File: src/rtl/hdlc_pkg.sv
// Shared constants and FSM encoding for the HDLC transmit path.
package hdlc_pkg;

  localparam logic [7:0] FLAG      = 8'h7E;
  localparam int         STUFF_RUN = 5;

  typedef enum logic [2:0] {
    IDLE,
    OPEN,
    DATA,
    CLOSE,
    GAP
  } state_t;

endpackage

File: src/rtl/hdlc_tx_if.sv
// Byte-stream handshake between the DMA/FIFO side and the HDLC transmitter.
interface hdlc_tx_if;

  logic       tvalid;
  logic       tready;
  logic [7:0] tdata;
  logic       tlast;

  modport master (output tvalid, output tdata, output tlast, input tready);
  modport slave  (input tvalid, input tdata, input tlast, output tready);

endinterface

File: src/rtl/hdlc_bit_clk_gen.sv
// Bit-period timing: low phase then high phase, HALF_DIV clk cycles each.
module hdlc_bit_clk_gen #(
  parameter int HALF_DIV = 2
) (
  input  logic clk,
  input  logic rstn,
  input  logic en,
  output logic bit_start,
  output logic bit_end,
  output logic clk_out
);

  localparam int PERIOD = 2 * HALF_DIV;
  localparam int CW     = $clog2(PERIOD);

  logic [CW-1:0] cnt;

  // clk_out is registered so it lines up with the registered data_out in the top.
  always_ff @(posedge clk or negedge rstn) begin
    if (!rstn) begin
      cnt     <= '0;
      clk_out <= 1'b0;
    end else begin
      clk_out <= en && (cnt >= CW'(HALF_DIV));
      if (!en || cnt == CW'(PERIOD - 1))
        cnt <= '0;
      else
        cnt <= cnt + CW'(1);
    end
  end

  assign bit_start = en && (cnt == '0);
  assign bit_end   = en && (cnt == CW'(PERIOD - 1));

endmodule

File: src/rtl/hdlc_tx.sv
// HDLC transmitter: opening flags, bit-stuffed MSB-first payload, closing flag, idle gap.
module hdlc_tx
  import hdlc_pkg::*;
#(
  parameter int HALF_DIV   = 2,
  parameter int OPEN_FLAGS = 4,
  parameter int GAP_CYCLES = 256
) (
  input  logic       clk,
  input  logic       rstn,
  hdlc_tx_if.slave   s,
  output logic       clk_out,
  output logic       data_out,
  output logic       busy,
  output logic       done,
  output logic       underrun
);

  localparam int FLAG_W = (OPEN_FLAGS > 1) ? $clog2(OPEN_FLAGS) : 1;
  localparam int GAP_W  = (GAP_CYCLES > 1) ? $clog2(GAP_CYCLES) : 1;

  state_t            state, state_nxt;
  logic [7:0]        shifter, shifter_nxt;
  logic              cur_last, cur_last_nxt;
  logic [3:0]        bit_cnt, bit_cnt_nxt;
  logic [2:0]        ones_cnt, ones_nxt;
  logic [FLAG_W-1:0] flag_cnt, flag_nxt;
  logic [GAP_W-1:0]  gap_cnt, gap_nxt;
  logic              hold_valid, hold_last;
  logic [7:0]        hold_data;
  logic              load, done_nxt, underrun_nxt, cur_bit, stuff_now, byte_done;
  logic              bit_en, bit_start, bit_end;

  assign bit_en    = (state == OPEN) || (state == DATA) || (state == CLOSE);
  assign stuff_now = (ones_cnt == 3'(STUFF_RUN));
  assign busy      = (state != IDLE);
  assign s.tready  = !hold_valid && ((state == OPEN) || (state == DATA));

  hdlc_bit_clk_gen #(.HALF_DIV(HALF_DIV)) u_bit_clk (
    .clk       (clk),
    .rstn      (rstn),
    .en        (bit_en),
    .bit_start (bit_start),
    .bit_end   (bit_end),
    .clk_out   (clk_out)
  );

  always_ff @(posedge clk or negedge rstn) begin
    if (!rstn) begin
      state    <= IDLE;
      shifter  <= '0;
      cur_last <= 1'b0;
      bit_cnt  <= '0;
      ones_cnt <= '0;
      flag_cnt <= '0;
      gap_cnt  <= '0;
      done     <= 1'b0;
      underrun <= 1'b0;
    end else begin
      state    <= state_nxt;
      shifter  <= shifter_nxt;
      cur_last <= cur_last_nxt;
      bit_cnt  <= bit_cnt_nxt;
      ones_cnt <= ones_nxt;
      flag_cnt <= flag_nxt;
      gap_cnt  <= gap_nxt;
      done     <= done_nxt;
      underrun <= underrun_nxt;
    end
  end

  // A byte parked here after the frame's last byte is kept for the next frame.
  always_ff @(posedge clk or negedge rstn) begin
    if (!rstn) begin
      hold_valid <= 1'b0;
      hold_data  <= '0;
      hold_last  <= 1'b0;
    end else if (s.tvalid && s.tready) begin
      hold_valid <= 1'b1;
      hold_data  <= s.tdata;
      hold_last  <= s.tlast;
    end else if (load) begin
      hold_valid <= 1'b0;
    end
  end

  always_ff @(posedge clk or negedge rstn) begin
    if (!rstn)
      data_out <= 1'b1;
    else if (!bit_en)
      data_out <= 1'b1;
    else if (bit_start)
      data_out <= cur_bit;
  end

  always_comb begin
    state_nxt    = state;
    shifter_nxt  = shifter;
    cur_last_nxt = cur_last;
    bit_cnt_nxt  = bit_cnt;
    ones_nxt     = ones_cnt;
    flag_nxt     = flag_cnt;
    gap_nxt      = gap_cnt;
    load         = 1'b0;
    done_nxt     = 1'b0;
    underrun_nxt = 1'b0;
    cur_bit      = 1'b1;
    byte_done    = 1'b0;

    unique case (state)
      IDLE: begin
        if (s.tvalid || hold_valid) begin
          state_nxt   = OPEN;
          bit_cnt_nxt = '0;
          flag_nxt    = '0;
        end
      end

      OPEN: begin
        cur_bit = FLAG[3'd7 - bit_cnt[2:0]];
        if (bit_end) begin
          if (bit_cnt == 4'd7) begin
            bit_cnt_nxt = '0;
            if (flag_cnt == FLAG_W'(OPEN_FLAGS - 1)) begin
              flag_nxt = '0;
              if (hold_valid) begin
                load      = 1'b1;
                ones_nxt  = '0;
                state_nxt = DATA;
              end else begin
                underrun_nxt = 1'b1;
                state_nxt    = CLOSE;
              end
            end else begin
              flag_nxt = flag_cnt + FLAG_W'(1);
            end
          end else begin
            bit_cnt_nxt = bit_cnt + 4'd1;
          end
        end
      end

      // A run of ones reaching STUFF_RUN on a byte's final bit keeps the byte open for the stuff bit.
      DATA: begin
        cur_bit = stuff_now ? 1'b0 : shifter[7];
        if (bit_end) begin
          if (stuff_now) begin
            ones_nxt  = '0;
            byte_done = (bit_cnt == 4'd8);
          end else begin
            shifter_nxt = {shifter[6:0], 1'b0};
            bit_cnt_nxt = bit_cnt + 4'd1;
            ones_nxt    = shifter[7] ? ones_cnt + 3'd1 : 3'd0;
            byte_done   = (bit_cnt == 4'd7) &&
                          !(shifter[7] && (ones_cnt == 3'(STUFF_RUN - 1)));
          end
          if (byte_done) begin
            bit_cnt_nxt = '0;
            if (cur_last) begin
              state_nxt = CLOSE;
            end else if (hold_valid) begin
              load = 1'b1;
            end else begin
              underrun_nxt = 1'b1;
              state_nxt    = CLOSE;
            end
          end
        end
      end

      CLOSE: begin
        cur_bit = FLAG[3'd7 - bit_cnt[2:0]];
        if (bit_end) begin
          if (bit_cnt == 4'd7) begin
            bit_cnt_nxt = '0;
            done_nxt    = 1'b1;
            gap_nxt     = '0;
            state_nxt   = GAP;
          end else begin
            bit_cnt_nxt = bit_cnt + 4'd1;
          end
        end
      end

      GAP: begin
        if (gap_cnt == GAP_W'(GAP_CYCLES - 1)) begin
          gap_nxt   = '0;
          state_nxt = IDLE;
        end else begin
          gap_nxt = gap_cnt + GAP_W'(1);
        end
      end

      default: state_nxt = IDLE;
    endcase

    if (load) begin
      shifter_nxt  = hold_data;
      cur_last_nxt = hold_last;
    end
  end

endmodule
File: src/flat_wrapper.sv
// flat-port wrapper written by rule: the top's interface ports become plain ports
module hdlc_tx_flat import hdlc_pkg::*;
#(
  parameter int HALF_DIV   = 2,
  parameter int OPEN_FLAGS = 4,
  parameter int GAP_CYCLES = 256
)
  (clk, rstn, clk_out, data_out, busy, done, underrun, s_tvalid, s_tdata, s_tlast, s_tready);
  hdlc_tx_if s_i ();
  input  logic clk;
  input  logic rstn;
  output logic clk_out;
  output logic data_out;
  output logic busy;
  output logic done;
  output logic underrun;
  input wire logic [$bits(s_i.tvalid)-1:0] s_tvalid;
  input wire logic [$bits(s_i.tdata)-1:0] s_tdata;
  input wire logic [$bits(s_i.tlast)-1:0] s_tlast;
  output wire logic [$bits(s_i.tready)-1:0] s_tready;
  assign s_i.tvalid = s_tvalid;
  assign s_i.tdata = s_tdata;
  assign s_i.tlast = s_tlast;
  assign s_tready = s_i.tready;
  hdlc_tx #(.HALF_DIV(HALF_DIV), .OPEN_FLAGS(OPEN_FLAGS), .GAP_CYCLES(GAP_CYCLES)) u_core (.clk(clk), .rstn(rstn), .s(s_i), .clk_out(clk_out), .data_out(data_out), .busy(busy), .done(done), .underrun(underrun));
endmodule
File: config.mk
export PLATFORM = sky130hd
export DESIGN_NAME = hdlc_tx_flat
export DESIGN_NICKNAME = d
export VERILOG_FILES = /design/src/rtl/hdlc_pkg.sv /design/src/rtl/hdlc_tx_if.sv /design/src/rtl/hdlc_bit_clk_gen.sv /design/src/rtl/hdlc_tx.sv /design/src/flat_wrapper.sv
export SDC_FILE = /design/constraint.sdc
export NUM_CORES = 1
export LEC_CHECK = 0
export CAP_MARGIN = 20
export CORE_ASPECT_RATIO = 0.7
export CORE_UTILIZATION = 25
export DETAILED_ROUTE_END_ITERATION = 7
export PLACE_DENSITY = 0.47
export SLEW_MARGIN = 20
export SYNTH_ARGS = -nofsm -noshare
export SYNTH_HDL_FRONTEND = slang
export SYNTH_HIERARCHICAL = 1
export SYNTH_SLANG_ARGS = --single-unit
File: constraint.sdc
create_clock -name clk -period 2.2 [get_ports clk]
set_input_delay 0.44 -clock clk [delete_from_list [all_inputs] [get_ports clk]]
set_output_delay 0.44 -clock clk [all_outputs]
set_load 0.01 [all_outputs]
## Yosys cells after proc, flatten, opt, wreduce, memory -nomap -nowiden

Memories as Yosys holds them, arrays and structs flattened.
Index checks and enable logic that the tools add are counted.

- Bits in registers: 45
- Memory bits (read-only): 8
- Input bits: 12
- Output and inout bits: 6
- Memories kept: 1

- Add/subtract/negate cells: 6
- Order comparisons: 2
- Equal/unequal tests: 26
- Mux-type cells: 71
- Reduce and logical (&&, ||, !) cells: 31

Memories:

| name | depth | width | rd ports | clocked after memory_dff | write ports | RTL line | RTL |
|---|---|---|---|---|---|---|---|
| (name not given) | 8 | 1 | 1 | 0 | 0 | hdlc_tx.sv:120 | `cur_bit = FLAG[3'd7 - bit_cnt[2:0]];` |

Operator list:

| cell | count |
|---|---|
| $mux 8 | 7 |
| $mux 3 | 18 |
| $mux 1 | 27 |
| $mux 4 | 6 |
| $ne 2x1->1 const B | 8 |
| $pmux 8 s2 | 1 |
| $pmux 3 s5 | 1 |
| $pmux 4 s3 | 1 |
| $reduce_bool 2->1 | 6 |
| $mux 2 | 5 |
| $ne 2x2->1 const B | 5 |
| $reduce_and 10->1 | 1 |
| $eq 3x3->1 const B | 3 |
| $add 8x1->8 const B | 1 |
| $eq 8x8->1 const B | 1 |
| $logic_and 1x1->1 | 7 |
| $eq 3x2->1 const B | 2 |
| $pmux 1 s2 | 3 |
| $pmux 3 s2 | 1 |
| $reduce_and 3->1 | 2 |
| $reduce_and 6->1 | 1 |
| $reduce_bool 3->1 | 2 |
| $reduce_and 5->1 | 1 |
| $add 2x1->2 const B | 2 |
| other kinds (18) | 24 |

## Logic depth before layout (Yosys ltp)

Gate-level depths: netlist (run 1).

- Word-level depth: 12
- Mapped depth: 10

## Modules after synthesis

The synthesis (run 1) kept the hierarchy.

Modules (own cells, without submodules):

| module | instances | cells an instance | area each (um^2) | sequential area each (um^2) |
|---|---|---|---|---|
| hdlc_tx | 1 | 235 | 2302.2 | 1052.3 |
| hdlc_bit_clk_gen | 1 | 13 | 163.9 | 75.1 |

## Least setup slack after synthesis (run 1)

Ideal clock, no wire load.

- Path type: register to register
- From: register u_core.state[2]
- To: register u_core.shifter[6]
- Arrival: 2.251 ns
- Required time: 2.075 ns
- Slack: -0.176 ns
- Stages on the path, launching flop included: 10
- Buffers on the path: 4
- Cell sequence: dfrtp_1 -> buf_2 -> clkbuf_1 -> nor2_1 -> and2_2 -> clkbuf_1 -> and3_1 -> clkbuf_1 -> mux2_2 -> mux2_4

- Word-level cells in the longest chain between the ends: 8

RTL lines:

| element | RTL line | RTL |
|---|---|---|
| start, declared | hdlc_tx.sv:22 | `state_t state, state_nxt;` |
| start signal, assigned | hdlc_tx.sv:60 | `state <= state_nxt;` |
| $eq 3x1->1 or $eq 3x2->1 (tied branches) | hdlc_tx.sv:34 | `assign bit_en = (state == OPEN) \|\| (state == DATA) \|\| (state == CLOSE);` |
| $logic_or 1x1->1 | hdlc_tx.sv:34 |  |
| $logic_or 1x1->1 * | hdlc_tx.sv:34 |  |
| net u_core.bit_en | hdlc_tx.sv:32 | `logic bit_en, bit_start, bit_end;` |
| $logic_and 1x1->1 * | hdlc_bit_clk_gen.sv:33 | `assign bit_end = en && (cnt == CW'(PERIOD - 1));` |
| net u_core.bit_end | hdlc_tx.sv:32 |  |
| $mux 1 (on tied branches) | hdlc_tx.sv:146, hdlc_tx.sv:121 |  |
| $pmux 1 s2 | hdlc_tx.sv:110 | `unique case (state)` |
| $ne 2x1->1 (no line) or $reduce_bool 2->1 (tied branches) | -- |  |
| $reduce_and 3->1 (no line) | -- |  |
| end signal, assigned | hdlc_tx.sv:61 | `shifter <= shifter_nxt;` |
| end, declared | hdlc_tx.sv:23 | `logic [7:0] shifter, shifter_nxt;` |

The timed path passes the listed nets; every way through them passes the cells marked *.
A chain may end at the register's enable or synchronous reset.

## Worst setup path after layout (run 1)

- From: register u_core.state[0]
- To: output busy

- Word-level cells in the longest chain between the ends: 1

RTL lines:

| element | RTL line | RTL |
|---|---|---|
| $reduce_bool 3->1 | hdlc_tx.sv:36 | `assign busy = (state != IDLE);` |
| end, declared | flat_wrapper.sv:14 | `output logic busy;` |

No other way between the ends.

==> reports/summary.txt, run 1 <==
initial DRC count: 150
Most used DFF post-synth: dfrtp_1
Pwr Total: 1.733 mW
Crit Path Max Fanout: 11
largest net degree at the start of global routing: 19
RSZ-0062 raised after global routing: false
Worst R2R Path Depth: 5
Crit Reg-Reg Startpoint: u_core/state[0]$_DFFE_PN0P_
CTS Root Cell: clkbuf_16
fin area: 3068 sq um
number of synthesized register bits: 45
Arr. time, crit path: 1.66 ns
GP Congestion: 0.7941
register area: 1130 sq um
share of cells above drive strength 1: 20.43%
most area-hungry cell type in the Yosys netlist: dfrtp_1
Via density: 4.692
max-cap viol count: 0
Synth warnings: 6
vias in the first global route: 1845
vias: 1891
max_slew headroom: 65.41%
area of the multi-input gates: 1269 sq um
Crit Path Category: reg2out
Setup TNS: 0 ns
Finished Core Util: 32.90%
GRT Overall Usage: 12.02%
synthesized instance count: 248
Critical Path End Type: primary output
die width: 120.7 microns
most common cell after layout, fill and taps aside: dfrtp_1
CP Buf/Inv Count: 2
Mapped Nets: 270
initial antenna violation count: 0
DR WL/cell: 13.66 microns
Max Clk Rate: 475.5 MHz
H-tree level count: 2
number of hold buffers added after cts: 0
fillers: 971
ANT nets after route: 0
CTS tree: done
Post-Syn Area: 2466 sq um
slowest cell on the critical path: dfrtp_2
area grow syn2layout: 24.40%
power density over the cells: 565.0 nW/um^2
largest cells by area after synthesis: dfrtp_1 (45%), o21ai_0 (5.3%), ha_1 (5.1%)
CP top delay family: buffers and inverters
result of the run: complete, no violations
Slew Limit Fails: 0
number of synthesized flops with an enable pin: 0
height of the die: 85.10 microns
first-pass detailed-route iteration total: 4
IO Pins: 18
commonest cells after routing, fill and taps aside: dfrtp_1 (42), o21ai_0 (26), nand2_1 (24)
CP cell instances: buf_4 -> or3_1 -> dlygate4sd2_1
Final Non-Filler Cells: 403
placed cell areas: 2859 sq um
Tmin final: 2.103 ns
Num CTS Buffers: 5
final worst-path setup slack: 0.09685 ns
Die Area: 10270 sq um
reg2reg end: u_core/shifter[7]$_DFFE_PN0P_
CP max stage delay: 0.47 ns
Min-Delay Path Class: in2async
Congestion Overflow GR: 0
final worst-path cycle share: 95.60%
share of the synthesized area in the top cell type: 44.65%
Post-synth ARST share: 100.0%
clk_skew: 0.005591 ns
Synth cell types: 48
DRC viols: 0
endpoints failing setup: 0
Starting Density: 26.45%
Worst VDD drop: 384.9 uV
Critical Path RT: 1.76 ns
first-pass GRT wire length: 9494 microns
pre-CTS setup slack: 0.1607 ns
final hold slack: 0.05436 ns
clk sink count: 45
Worst-Margin Slew: 0.5157 ns
CTS max path bufs: 2
Final Hold Viols: 0
Layout Nets: 300
DP Cell Count: 394
core region area: 9325 sq um
HPWL after DPL: 4118 microns
# diodes: 0
r2r setup slk: 0.16 ns
Core Rows: 29
CP startpoint kind: register
Pleak: 1.380 nW
Port Buffers: 17
worst skew pair latency: 0.29 ns
sequential share of the synthesized area: 45.71%
Final Routed Wirelength: 5505 microns
Reg clk slew, reported paths: 0.06 ns
Mean Syn Cell Area: 9.944 sq um
[layer usage]
layer	track usage [%]	share of wire, %
met5	0	0
met4	3.030	0.71
met3	3.226	4.9
met2	16.61	42
met1	18.21	53
[kinds of logic (layout without fill, tap and decap cells)]
kind of cell	after synthesis	after routing	synth area share, %
buffers and inverters	23	54	4.008
muxes	14	14	6.799
xor gates and xnor gates	2	2	0.7104
adders and majority gates	10	10	5.074
and+or+nand+nor	90	90	20.24
AOI/OAI and AO/OA	64	64	17.45
DFF	45	45	45.71
[final cells by class]
class,count,share of cell area [%]
Sequential cell,45,36.83
Tap cell,124,5.057
Multi-Input combinational cell,180,41.35
Clock inverter,3,1.509
Inverter,11,1.346
Timing Repair Buffer,35,9.829
Clock buffer,5,4.078
[cells in the mapped netlist, types with 2 or more instances]
cell type	number
nand3_1	12
buf_2	4
inv_1	11
clkbuf_1	7
a21oi_1	6
ha_1	10
a31o_2	2
nor3b_1	4
nand2b_1	5
nand2_1	24
and2_1	2
nor2_1	14
and3_1	4
nor3_1	6
nand3b_1	4
dfrtp_1	44
a211o_1	2
o22ai_1	2
and2_2	2
and3b_1	3
o211ai_1	5
mux2_4	3
nand4_1	3
a22o_1	5
o31ai_1	4
o21a_1	2
a21o_1	3
o21ai_0	26
mux2_2	10
[worst max-delay path by stage]
| stage | start | cells after the start | slack, ns | endpoint |
|---|---|---|---|---|
| floorplan | u_core/state[2]$_DFFE_PN0P_ | 9 | 0.04 | u_core/shifter[6]$_DFFE_PN0P_ |
| global placement | u_core/state[0]$_DFFE_PN0P_ | 8 | 0.17 | u_core/gap_cnt[3]$_DFFE_PN0P_ |
| detailed placement | u_core/bit_cnt[0]$_DFFE_PN0P_ | 6 | 0.16 | u_core/shifter[3]$_DFFE_PN0P_ |
| CTS | u_core/state[0]$_DFFE_PN0P_ | 3 | 0.03 | s_tready |
| global route | u_core/state[0]$_DFFE_PN0P_ | 8 | 0.03 | u_core/gap_cnt[3]$_DFFE_PN0P_ |
| finish | u_core/state[0]$_DFFE_PN0P_ | 3 | 0.1 | busy |
[worst reg2reg max path, stage by stage (launching register included)]
cell and delay, ns:
dfrtp_2 0.47, or3b_1 0.55, nor4_2 0.32, nor3_1 0.10, nand2b_4 0.19, mux2_4 0.31
[registers in the layout, indices dropped and copies added, names as in the netlist]
register and flops:
u_core/cur_last 1, u_core/bit_cnt 4, u_core/done 1, u_core/flag_cnt 2, u_core/state 3, u_core/hold_last 1
u_core/hold_data 8, u_core/shifter 8, u_core/u_bit_clk/clk_out 1, u_core/ones_cnt 3, u_core/hold_valid 1, u_core/u_bit_clk/cnt 2
u_core/data_out 1, u_core/underrun 1, u_core/gap_cnt 8
[timing repair]
item / in CTS / in global routing
endpoints found under the hold margin: 0 / 0
setup buffers: 0 / 1
resized for setup: 4 / 4
setup endpoints to repair: 2 / 13
[report_power, final]
group	switching (mW)	internal (mW)
clock	0.330	0.538
sequential	0	0.827
combinational	0.0199	0.0189
Power figures use the tool's default switching activity.
==> run 2, diff against run 1 <==
--- a/config.mk
+++ b/config.mk
@@ -8,6 +8,7 @@
 export CAP_MARGIN = 20
 export CORE_ASPECT_RATIO = 0.7
 export CORE_UTILIZATION = 25
+export CTS_CLUSTER_DIAMETER = 120
 export DETAILED_ROUTE_END_ITERATION = 7
 export PLACE_DENSITY = 0.47
 export SLEW_MARGIN = 20
==> results of run 2 <==
Same layout as run 1: the final DEF is identical, and so are final timing and power.
==> run 3, diff against run 2 <==
--- a/config.mk
+++ b/config.mk
@@ -5,7 +5,6 @@
 export SDC_FILE = /design/constraint.sdc
 export NUM_CORES = 1
 export LEC_CHECK = 0
-export CAP_MARGIN = 20
 export CORE_ASPECT_RATIO = 0.7
 export CORE_UTILIZATION = 25
 export CTS_CLUSTER_DIAMETER = 120
==> results of run 3 <==
Same layout as run 1: the final DEF is identical, and so are final timing and power.
